--- src/rtl/knight_seq_if.sv ---
// Command/status bundle between a controller and the knight-scanner sequencer.
// Latency: none (wires only).
// Backpressure: none; start is only honoured while the sequencer is idle.
//   master: drives start/stop/pause/div/passes/mode, observes out/up/busy/step/done
//   slave : the sequencer side
interface knight_seq_if #(
    parameter int WIDTH = 8,
    parameter int DIVW  = 16
);
    logic             start;
    logic             stop;
    logic             pause;
    logic [DIVW-1:0]  div;
    logic [3:0]       passes;
    logic [1:0]       mode;
    logic [WIDTH-1:0] out;
    logic             up;
    logic             busy;
    logic             step;
    logic             done;

    modport master (
        output start, stop, pause, div, passes, mode,
        input  out, up, busy, step, done
    );

    modport slave (
        input  start, stop, pause, div, passes, mode,
        output out, up, busy, step, done
    );
endinterface

--- src/rtl/knight_seq.sv ---
// Knight-scanner sequencer: prescaled position engine with bounce/wrap/fill display modes.
// Latency: all outputs registered; first step div+1 cycles after start is accepted.
// Backpressure: pause freezes the engine, stop aborts to idle; start ignored while running.
//   ports: ck, res (sync active-high), bus (knight_seq_if.slave: start/stop/pause/div/
//          passes/mode in; out/up/busy/step/done out)
module knight_seq #(
    parameter int WIDTH = 8,
    parameter int DIVW  = 16
) (
    input  logic        ck,
    input  logic        res,
    knight_seq_if.slave bus
);
    localparam int             PW   = $clog2(WIDTH);
    localparam logic [PW-1:0]  LAST = PW'(WIDTH - 1);
    localparam logic [1:0]     MODE_WRAP = 2'd1;
    localparam logic [1:0]     MODE_FILL = 2'd2;

    typedef enum logic {IDLE, RUN} state_t;

    state_t           state_q, state_n;
    logic [PW-1:0]    pos_q, pos_n;
    logic             up_q, up_n;
    logic [DIVW-1:0]  cnt_q, cnt_n;
    logic [DIVW-1:0]  div_q, div_n;
    logic [3:0]       pcnt_q, pcnt_n;
    logic [3:0]       passes_q, passes_n;
    logic [1:0]       mode_q, mode_n;
    logic [WIDTH-1:0] out_q, out_n;
    logic             busy_q;
    logic             step_q, step_n;
    logic             done_q, done_n;
    logic             pass_end;

    always_ff @(posedge ck) begin
        if (res) begin
            state_q  <= IDLE;
            pos_q    <= '0;
            up_q     <= 1'b1;
            cnt_q    <= '0;
            div_q    <= '0;
            pcnt_q   <= '0;
            passes_q <= '0;
            mode_q   <= '0;
            out_q    <= WIDTH'(1);
            busy_q   <= 1'b0;
            step_q   <= 1'b0;
            done_q   <= 1'b0;
        end else begin
            state_q  <= state_n;
            pos_q    <= pos_n;
            up_q     <= up_n;
            cnt_q    <= cnt_n;
            div_q    <= div_n;
            pcnt_q   <= pcnt_n;
            passes_q <= passes_n;
            mode_q   <= mode_n;
            out_q    <= out_n;
            busy_q   <= (state_n == RUN);
            step_q   <= step_n;
            done_q   <= done_n;
        end
    end

    always_comb begin
        state_n  = state_q;
        pos_n    = pos_q;
        up_n     = up_q;
        cnt_n    = cnt_q;
        div_n    = div_q;
        pcnt_n   = pcnt_q;
        passes_n = passes_q;
        mode_n   = mode_q;
        step_n   = 1'b0;
        done_n   = 1'b0;
        pass_end = 1'b0;
        out_n    = '0;

        case (state_q)
            IDLE: begin
                if (bus.start && !bus.stop) begin
                    state_n  = RUN;
                    div_n    = bus.div;
                    passes_n = bus.passes;
                    mode_n   = bus.mode;
                    cnt_n    = '0;
                    pcnt_n   = '0;
                    pos_n    = '0;
                    up_n     = 1'b1;
                end
            end
            RUN: begin
                if (bus.stop) begin
                    // abort wins over pause and over a step due this cycle
                    state_n = IDLE;
                    pos_n   = '0;
                    up_n    = 1'b1;
                    cnt_n   = '0;
                end else if (!bus.pause) begin
                    if (cnt_q == div_q) begin
                        cnt_n  = '0;
                        step_n = 1'b1;
                        if (mode_q == MODE_WRAP) begin
                            up_n = 1'b1;
                            if (pos_q == LAST) begin
                                pos_n    = '0;
                                pass_end = 1'b1;
                            end else begin
                                pos_n = pos_q + 1'b1;
                            end
                        end else if (up_q) begin
                            // direction flips in the same update that reaches the end
                            pos_n = pos_q + 1'b1;
                            if (pos_q == LAST - 1'b1) up_n = 1'b0;
                        end else begin
                            pos_n = pos_q - 1'b1;
                            if (pos_q == PW'(1)) begin
                                up_n     = 1'b1;
                                pass_end = 1'b1;
                            end
                        end
                        if (pass_end) begin
                            if (passes_q != 4'd0 && (pcnt_q + 4'd1) == passes_q) begin
                                state_n = IDLE;
                                done_n  = 1'b1;
                            end else begin
                                pcnt_n = pcnt_q + 4'd1;
                            end
                        end
                    end else begin
                        cnt_n = cnt_q + 1'b1;
                    end
                end
            end
            default: state_n = IDLE;
        endcase

        // mode 3 falls through to one-hot, same as bounce
        for (int i = 0; i < WIDTH; i++) begin
            if (mode_n == MODE_FILL) out_n[i] = (i <= int'(pos_n));
            else                     out_n[i] = (i == int'(pos_n));
        end
    end

    assign bus.out  = out_q;
    assign bus.up   = up_q;
    assign bus.busy = busy_q;
    assign bus.step = step_q;
    assign bus.done = done_q;
endmodule

--- src/flat_wrapper.sv ---
// flat-port wrapper written by rule: the top's interface ports become plain ports
module knight_seq_flat 
#(
    parameter int WIDTH = 8,
    parameter int DIVW  = 16
)
  (ck, res, bus_start, bus_stop, bus_pause, bus_div, bus_passes, bus_mode, bus_out, bus_up, bus_busy, bus_step, bus_done);
  knight_seq_if #(.WIDTH(WIDTH), .DIVW(DIVW)) bus_i ();
  input  logic ck;
  input  logic res;
  input wire logic [$bits(bus_i.start)-1:0] bus_start;
  input wire logic [$bits(bus_i.stop)-1:0] bus_stop;
  input wire logic [$bits(bus_i.pause)-1:0] bus_pause;
  input wire logic [$bits(bus_i.div)-1:0] bus_div;
  input wire logic [$bits(bus_i.passes)-1:0] bus_passes;
  input wire logic [$bits(bus_i.mode)-1:0] bus_mode;
  output wire logic [$bits(bus_i.out)-1:0] bus_out;
  output wire logic [$bits(bus_i.up)-1:0] bus_up;
  output wire logic [$bits(bus_i.busy)-1:0] bus_busy;
  output wire logic [$bits(bus_i.step)-1:0] bus_step;
  output wire logic [$bits(bus_i.done)-1:0] bus_done;
  assign bus_i.start = bus_start;
  assign bus_i.stop = bus_stop;
  assign bus_i.pause = bus_pause;
  assign bus_i.div = bus_div;
  assign bus_i.passes = bus_passes;
  assign bus_i.mode = bus_mode;
  assign bus_out = bus_i.out;
  assign bus_up = bus_i.up;
  assign bus_busy = bus_i.busy;
  assign bus_step = bus_i.step;
  assign bus_done = bus_i.done;
  knight_seq #(.WIDTH(WIDTH), .DIVW(DIVW)) u_core (.ck(ck), .res(res), .bus(bus_i));
endmodule
--- config.mk ---
export PLATFORM = sky130hd
export DESIGN_NAME = knight_seq_flat
export DESIGN_NICKNAME = d
export VERILOG_FILES = /design/src/rtl/knight_seq_if.sv /design/src/rtl/knight_seq.sv /design/src/flat_wrapper.sv
export SDC_FILE = /design/constraint.sdc
export NUM_CORES = 1
export LEC_CHECK = 0
export CAP_MARGIN = 20
export CORE_AREA = 3 3 92 94
export DETAILED_ROUTE_END_ITERATION = 8
export DIE_AREA = 0 0 95 97
export GPL_TIMING_DRIVEN = 0
export PLACE_DENSITY = 0.6
export REMOVE_ABC_BUFFERS = 1
export SYNTH_ARGS = -nofsm -noshare
export SYNTH_HDL_FRONTEND = slang
export SYNTH_SLANG_ARGS = --single-unit
--- constraint.sdc ---
create_clock -name ck -period 2.5 [get_ports ck]
set_input_delay 0.5 -clock ck [delete_from_list [all_inputs] [get_ports ck]]
set_output_delay 0.5 -clock ck [all_outputs]
set_load 0.02 [all_outputs]
* Word-level counts from Yosys, hierarchy flattened
Cells that the tools add are included.
** Operators by class
- Reduce and logical (&&, ||, !) cells :: 12
- Add/sub/neg operators :: 4
- Mux-type cells :: 54
- Eq/ne operators :: 22
- Bitwise logic cells :: 3
- $lt $le $gt $ge :: 7
** Operators with widths (count)
- 16-bit two-way mux :: 4
- 16-bit case mux with 2 select lines :: 1
- 1-bit two-way mux :: 30
- 4-bit two-way mux :: 6
- 3-bit two-way mux :: 7
- 16-bit by 1-bit adder with 16-bit output, second input constant :: 1
- 16-bit equality test :: 1
- 3-bit equality test, first input constant :: 4
- 3-bit <= comparator, first input constant :: 4
- 2-bit inequality test, second input constant :: 5
- 4-bit case mux with 2 select lines :: 1
- 2-bit by 3-bit equality test with 1-bit output, first input constant :: 2
- 3-bit equality test, second input constant :: 2
- 2-bit by 3-bit <= comparator with 1-bit output, first input constant :: 2
- 3-bit inequality test, second input constant :: 2
- 3-bit case mux with 2 select lines :: 1
- 6-bit AND reduction :: 1
- 6-bit OR reduction :: 1
- 4-bit by 1-bit adder with 4-bit output, second input constant :: 1
- 4-bit equality test :: 1
- 2-bit two-way mux :: 2
- 1-bit case mux with 2 select lines :: 2
- 2-bit AND reduction :: 2
- 4-bit nonzero test :: 1
- 15 further kinds :: 18
** Word-level totals
- Flip-flop bits (word level) :: 57
- Logic and storage cells :: 114
- Output and inout port bits :: 12

* Logic depth before layout (Yosys ltp)
Gate-level depths: netlist of the first run.
- Word-level depth :: 13
- Depth in mapped cells :: 9

* Worst setup path before layout of the first run
No wires, ideal clock.
- Path type :: input port to flip-flop
- Start point :: input bus_start
- End point :: register u_core.out_q[3], in the netlist u_core.bus.out[3]
- Setup slack :: 410 ps
- Stages :: 6
- Buffers on the path :: 0
- Library setup time :: 87 ps
- Data arrival time :: 2003 ps
- Cells stage by stage :: nor2b_1 > a2bb2oi_2 > o21a_2 > o221a_4 > or4b_1 > o31ai_1
** Between the ends
- Cells in the longest elaborated chain, start to end :: 5
- Elaborated cells on any way between the ends :: 9
- Classes of those cells :: 1 x order compare; 2 x eq/ne; 5 x mux; 1 x reduce/logical
** RTL lines
- start: declaration :: line flat_wrapper.sv:11 : input wire logic [$bits(bus_i.start)-1:0] bus_start;
- 1-bit logical AND * :: line knight_seq.sv:81 : if (bus.start && !bus.stop) begin
- 3-bit two-way mux or 2-bit two-way mux (tied branches) :: line knight_seq.sv:81
- 3-bit case mux with 2 select lines or 2-bit two-way mux (tied branches) :: line knight_seq.sv:79 : case (state_q)
- 2-bit by 3-bit <= comparator with 1-bit output (tied with other cells) :: line knight_seq.sv:140 : if (mode_n == MODE_FILL) out_n[i] = (i <= int'(pos_n));
- 1-bit two-way mux * :: line knight_seq.sv:140
- end signal: assignment :: line knight_seq.sv:58 : out_q <= out_n;
- end: declaration :: line knight_seq.sv:29 : logic [WIDTH-1:0] out_q, out_n;
Every way passes the cells marked *; elsewhere a longest branch is shown, timed or not.
A chain may end at the register's enable or synchronous reset.

* Final worst setup path of the first run
- Start point :: input bus_stop
- End point :: register u_core.out_q[3], in the netlist u_core.bus.out[3]
** Between the ends
- Cells in the longest elaborated chain, start to end :: 6
- Elaborated cells on any way between the ends :: 11
- Classes of those cells :: 1 x order compare; 2 x eq/ne; 6 x mux; 2 x reduce/logical
** RTL lines
- start: declaration :: line flat_wrapper.sv:12 : input wire logic [$bits(bus_i.stop)-1:0] bus_stop;
- 1-bit zero test :: line knight_seq.sv:81
- 1-bit logical AND :: line knight_seq.sv:81
- 3-bit two-way mux or 2-bit two-way mux (tied branches) :: line knight_seq.sv:81
- 3-bit case mux with 2 select lines or 2-bit two-way mux (tied branches) :: line knight_seq.sv:79
- 2-bit by 3-bit <= comparator with 1-bit output (tied with other cells) :: line knight_seq.sv:140
- 1-bit two-way mux * :: line knight_seq.sv:140
Marks and branches as above.

==> flow_metrics.py, run 1 <==
metrics = {
    "status": {
        "status": "completed",
    },
    "cts": {
        "cts_max_path_buffers": 2,
        "cts_tree": "built",
        "clock_latency_ns": 0.34,
        "cts_num_sinks": 57,
        "cts_made_buffers": 9,
        "cts.clk_slew.worst_paths_ns": 0.07,
        "htree_levels": 3,
        "cts_root_buf": "clkbuf_8",
    },
    "setup_path": {
        "worstPathArrival_ns": 2.56,
        "critical-path-slowest-cell": "clkdlybuf4s50_1",
        "cp-end-kind": "flip-flop",
        "crit_chain": "clkdlybuf4s50_1 -> nor2b_2 -> a2bb2oi_4 -> o21a_2 -> o221a_4 -> or4b_1 -> o31ai_1",
        "max_stage_delay_ns": 0.46,
        "critPathLaunchType": "input port",
        "crit_buf_inv": 1,
        "cp_data_required_time_ns": 2.75,
        "crit_fanout": 10,
        "critPathKind": "in -> reg",
        "crit_family": "compound AO/OA/AOI/OAI gates",
    },
    "global_route": {
        "grt_pass1_wl_mm": 9.76,
        "grt_usage_pct": 13.4,
        "first_global_vias": 2176,
        "gr-total-overflow": 0,
        "grt_antenna_before_repair": 0,
        "grt_max_degree": 43,
    },
    "floorplanning": {
        "die_x_um": 95,
        "rows": 32,
        "initial_core_util_pct": 34.6,
        "io_pins": 39,
        "dieArea_um2": 9220,
        "core_area_um2": 7730,
        "die_h_um": 97,
    },
    "logic_synthesis": {
        "syn_inst": 315,
        "ys_ff_latch": 57,
        "ys_warn_count": 0,
        "synth_edf_count": 0,
        "synth_top_area_cell": "dfxtp_1",
        "synth_area_leaders": "dfxtp_1 43%, xnor2_1 9.2%, nand2_1 7.9%",
        "synthFlopType": "dfxtp_1",
        "synth_cell_types": 46,
        "syn_area_per_cell_um2": 8.48,
        "mappedNetlistArea_um2": 2670,
        "synth_top_area_share_pct": 42.7,
        "ys_seq_area_share_pct": 42.7,
        "async_reset_ff_share_pct": 0,
    },
    "detailed_routing": {
        "first_pass_iters": 4,
        "antenna_left": 0,
        "vias_per_cell": 4.79,
        "wirelength_mm": 5.68,
        "drcViolationCount": 0,
        "wl_per_cell_um": 12.3,
        "vias": 2203,
        "drtIter0Drc": 64,
    },
    "place": {
        "gp_congestion": 0.785,
        "pre_cts_ws_ns": -0.303,
        "post_dp_cell_area_um2": 3140,
        "place.port_buffers": 38,
        "dp_hpwl_mm": 4.03,
    },
    "layout": {
        "syn_to_final_growth_pct": 26.9,
        "drive_gt1_share_pct": 8.94,
        "seqCellArea_um2": 1140,
        "fin_nets": 387,
        "fillCellCount": 794,
        "multi_input_area_um2": 1470,
        "final_cell_mix": "57 x dfxtp_1, 56 x nand2_1, 37 x nor2_1, 37 x clkdlybuf4s50_1, 30 x a21oi_1",
        "layout_commonest_cell": "dfxtp_1",
        "diodes": 0,
        "final_cell_area_um2": 3390,
    },
    "timing": {
        "period_share_pct": 92.5,
        "hold_ws_ns": 0.469,
        "worstMarginPinSlew_ns": 0.999,
        "fin_worst_skew_ns": 0.00658,
        "rsz0062_at_grt": "false",
        "worst_slack_ns": 0.187,
        "final-max-slew-violation-count": 0,
        "setup_viol": 0,
        "max_slew_margin_pct": 33.4,
        "finalCriticalPeriod_ns": 2.31,
        "fmax_ghz": 0.432,
        "final-hold-violation-count": 0,
    },
    "pwr": {
        "leakage_nw": 1.16,
        "finalPower_mw": 2.11,
        "cellPowerDensity_nw_per_um2": 622,
        "irDropWorstVdd_mv": 0.261,
    },
    "hold_path": {
        "holdCritPathClass": "reg -> reg",
    },
    "flow_run": {
        "drv_cap": 0,
    },
}
## per-layer routing
metal	GRT usage, %	routed length [um]
met1	16.6	2700
met2	21.4	2680
met3	2.80	148
met4	7.55	144
met5	0	0
## sequential cells by signal, indices dropped and copies added (netlist names)
signal           flops
u_core.bus.out       8
u_core.state_q       1
u_core.passes_q      4
u_core.mode_q        2
u_core.pos_q         3
u_core.bus.step      1
u_core.bus.done      1
u_core.bus.up        1
u_core.cnt_q        16
u_core.pcnt_q        4
u_core.div_q        16
## worst paths after layout
| path | cells after the start | start | to | slack, ns |
|---|---|---|---|---|
| worst min register to register | 2 | u_core.mode_q[0] | u_core.mode_q[0] | 0.47 |
| worst max register to register | 8 | u_core.cnt_q[12] | u_core.bus.out[3] | 0.21 |
| worst min-delay path | 2 | u_core.mode_q[0] | u_core.mode_q[0] | 0.47 |
| worst max-delay path | 7 | bus_stop | u_core.bus.out[3] | 0.19 |
## cell families (layout without fill, tap and decap cells)
kind of cell | after synthesis | count (layout) | synth area share [%]
AND/OR/NAND/NOR | 144 | 144 | 25.8
adder cells (fa/ha/maj) | 7 | 7 | 3.28
multiplexers | 2 | 2 | 0.843
XOR/XNOR | 36 | 36 | 11.8
AO/OA/AOI/OAI | 49 | 49 | 12.4
buffers and inverters | 20 | 63 | 3.14
flip-flops | 57 | 57 | 42.7
## per-stage QoR
stage | std cells | TNS [ns] | utilization [%]
after floorplan | 302 | -0.0555 | -
after global placement | 442 | -27.24 | 40.4
after detailed placement | 443 | -1.65 | 40.6
final | 460 | 0 | 43.9
after global routing | 460 | 0 | 43.9
after CTS | 459 | 0 | 43.5
## cells in the mapped netlist, types with 2 or more instances
cell type  count
nor2_1        37
dfxtp_1       57
o21ai_0        2
clkbuf_1      11
nor3_1         8
nand2_1       56
or2_2          2
xnor2_1       28
nand2b_1       4
xor2_1         8
a211oi_1       2
nor2b_1        5
o21a_1         2
nand3b_1       3
nand4_1       12
ha_1           7
a21oi_1       30
nand3_1        6
and3_1         2
inv_1          7
## what timing repair did
| action | 4_1_cts | 5_1_grt |
|---|---|---|
| gates resized for setup | 0 | 3 |
| buffers inserted | 0 | 1 |
| hold buffers | 0 | 0 |
| endpoints found under the setup margin | 0 | 11 |
## worst register-to-register path, cell delays in order (launching register included)
cell and delay [ns]:
dfxtp_1 0.42, xnor2_1 0.15, nand4_1 0.18, nor4_4 0.29, buf_4 0.18, o21a_2 0.19, o221a_4 0.25, or4b_1 0.44
o31ai_1 0.09
## layout make-up
type / count / share of cell area (%)
Clock buffer: 11 / 4.46
Clock inverter: 5 / 2.29
Inverter: 7 / 0.775
Multi-Input combinational cell: 238 / 43.3
Sequential cell: 57 / 33.7
Tap cell: 102 / 3.76
Timing Repair Buffer: 40 / 11.7
## where the power goes
| part | internal (mW) | total [mW] | switching, mW |
|---|---|---|---|
| clock | 0.611 | 0.980 | 0.368 |
| combinational | 0.0920 | 0.183 | 0.0907 |
| sequential | 0.928 | 0.946 | 0.0178 |
| total | 1.63 | 2.11 | 0.477 |
No activity file was read; power rests on OpenSTA's default activity.
==> run 2: changes to the inputs <==
--- a/config.mk
+++ b/config.mk
@@ -9,9 +9,11 @@
 export CORE_AREA = 3 3 92 94
 export DETAILED_ROUTE_END_ITERATION = 8
 export DIE_AREA = 0 0 95 97
+export DONT_BUFFER_PORTS = 1
 export GPL_TIMING_DRIVEN = 0
-export PLACE_DENSITY = 0.6
+export PLACE_DENSITY = 0.54
 export REMOVE_ABC_BUFFERS = 1
 export SYNTH_ARGS = -nofsm -noshare
 export SYNTH_HDL_FRONTEND = slang
 export SYNTH_SLANG_ARGS = --single-unit
+export TNS_END_PERCENT = 20
==> run 2 against run 1 <==
  * Cell area down 12%
  * Power down 4.7%
  * Sequential power is essentially flat
  * Final cell count down 8.0%
  * Core utilization decreased by 5.2 points
  * Register-to-register slack about the same
  * Critical path type is now reg -> reg
  * Critical endpoint unchanged
==> flow_metrics.py, run 2 (same netlist as run 1, synthesis figures left out) <==
metrics = {
    "status": {
        "status": "completed",
    },
    "setup_path": {
        "crit_chain": "xnor2_1 -> nand4_1 -> nor4_4 -> buf_4 -> a21oi_1 -> nand2b_1 -> or4b_1 -> o31ai_1",
        "r2r_slack_ns": 0.20,
        "crit_family": "simple AND/OR/NAND/NOR gates",
        "cp_data_required_time_ns": 2.75,
        "reg2reg_from": "u_core.cnt_q[9]",
        "critPathKind": "reg -> reg",
        "crit_buf_inv": 1,
        "critical-path-slowest-cell": "or4b_1",
        "critPathLaunchType": "flip-flop",
        "cp-end-kind": "flip-flop",
        "r2r-end": "u_core.bus.out[3]",
        "crit_fanout": 7,
        "worstPathArrival_ns": 2.56,
        "max_stage_delay_ns": 0.53,
        "r2r_cells": 8,
    },
    "timing": {
        "final-hold-violation-count": 0,
        "worstMarginPinSlew_ns": 0.994,
        "fin_worst_skew_ns": 0.00646,
        "rsz0062_at_grt": "false",
        "setup_viol": 0,
        "max_slew_margin_pct": 33.7,
        "final-max-slew-violation-count": 0,
        "fmax_ghz": 0.434,
        "worst_slack_ns": 0.195,
        "finalCriticalPeriod_ns": 2.30,
        "finalSetupTns_ns": 0,
        "period_share_pct": 92.2,
    },
    "floorplanning": {
        "core_area_um2": 7730,
        "dieArea_um2": 9220,
        "io_pins": 39,
        "rows": 32,
        "die_h_um": 97,
        "die_x_um": 95,
        "initial_core_util_pct": 34.6,
    },
    "global_route": {
        "gr-total-overflow": 0,
        "grt_usage_pct": 13.2,
        "grt_antenna_before_repair": 0,
        "grt_pass1_wl_mm": 9.57,
        "grt_max_degree": 43,
        "first_global_vias": 2046,
    },
    "hold_path": {
        "min_to": "u_core.div_q[1]",
        "hp-start": "res",
        "holdCritPathClass": "in -> reg",
        "min_path_cells": 1,
    },
    "layout": {
        "final_cell_mix": "56 x nand2_1, 56 x dfxtp_1, 37 x nor2_1",
        "fin_nets": 350,
        "syn_to_final_growth_pct": 11.8,
        "finalNonFillerCells": 423,
        "drive_gt1_share_pct": 9.35,
        "final_cell_area_um2": 2990,
        "diodes": 0,
    },
    "pwr": {
        "cellPowerDensity_nw_per_um2": 672,
        "irDropWorstVdd_mv": 0.257,
        "leakage_nw": 0.994,
    },
    "detailed_routing": {
        "wirelength_mm": 5.66,
        "drcViolationCount": 0,
        "drtIter0Drc": 95,
        "antenna_left": 0,
        "vias": 2032,
        "first_pass_iters": 4,
        "wl_per_cell_um": 13.4,
        "vias_per_cell": 4.80,
    },
    "cts": {
        "cts_root_buf": "clkbuf_8",
        "ctsHoldBuffers": 0,
        "clock_latency_ns": 0.33,
        "cts_tree": "built",
        "cts_num_sinks": 57,
        "cts_made_buffers": 9,
        "cts_max_path_buffers": 2,
        "cts.clk_slew.worst_paths_ns": 0.07,
        "htree_levels": 3,
    },
    "place": {
        "post_dp_cell_area_um2": 2760,
        "pre_cts_ws_ns": 0.112,
        "gp_congestion": 0.813,
        "dpl.cell_count": 405,
        "place.port_buffers": 0,
        "dp_hpwl_mm": 3.92,
    },
    "flow_run": {
        "drv_cap": 0,
    },
}
[run 2: cell types whose count changed in the layout (fill, tap and decap cells not counted), sizes merged]
cell,before,now
clkdlybuf4s50,37,0
clkinv,2,1
clkinvlp,1,2
[run 2: worst max-delay path by stage]
stage | from | to | cells past startpoint
2_1_floorplan | bus_start | u_core.bus.out[0] | 4
3_3_place_gp | bus_start | u_core.bus.out[0] | 4
3_5_place_dp | bus_start | u_core.bus.out[3] | 6
4_1_cts | u_core.cnt_q[0] | u_core.bus.out[3] | 7
5_1_grt | u_core.pcnt_q[0] | u_core.pcnt_q[2] | 7
6_report | u_core.cnt_q[9] | u_core.bus.out[3] | 8
[run 2: layer usage]
layer / wire [um] / part of all wire, % / global-route usage, % / vias to the layer above
li1: - / - / - / 1070
met4: 61 / 1.1 / 4.88 / 0
met1: 2790 / 49 / 17.0 / 920
met5: 0 / 0 / 0 / -
met3: 287 / 5.1 / 4.43 / 6
met2: 2530 / 45 / 20.2 / 36
[run 2: cell type report]
type	instances	area, um^2
Clock buffer	11	131
Tap cell	102	128
Multi-Input combinational cell	238	1450
Clock inverter	5	80.1
Inverter	7	26.3
Fill cell	791	4740
Sequential cell	57	1140
Timing Repair Buffer	3	30.0
[run 2: power breakdown]
group          leakage (nW)  switching [mW]  internal (mW)  total [mW]
clock network        0.0995           0.373          0.560       0.932
logic                 0.432          0.0736         0.0566       0.130
registers             0.462          0.0189          0.928       0.947
[run 2: metrics by stage]
stage / power, mW / hold slack [ns] / util, %
final: 2.01 / 0.233 / 38.7
after global routing: 2.09 / 0.213 / 38.7
after CTS: 2.03 / 0.219 / 38.5
after detailed placement: 1.09 / 0.452 / 35.7
after global placement: 1.08 / 0.449 / 35.5
after floorplan: 1.06 / 0.434 / -
[run 2: timing repair]
action,in CTS,in global routing
resized for setup,0,1
buffers inserted,0,2
endpoints found under the setup margin,0,3
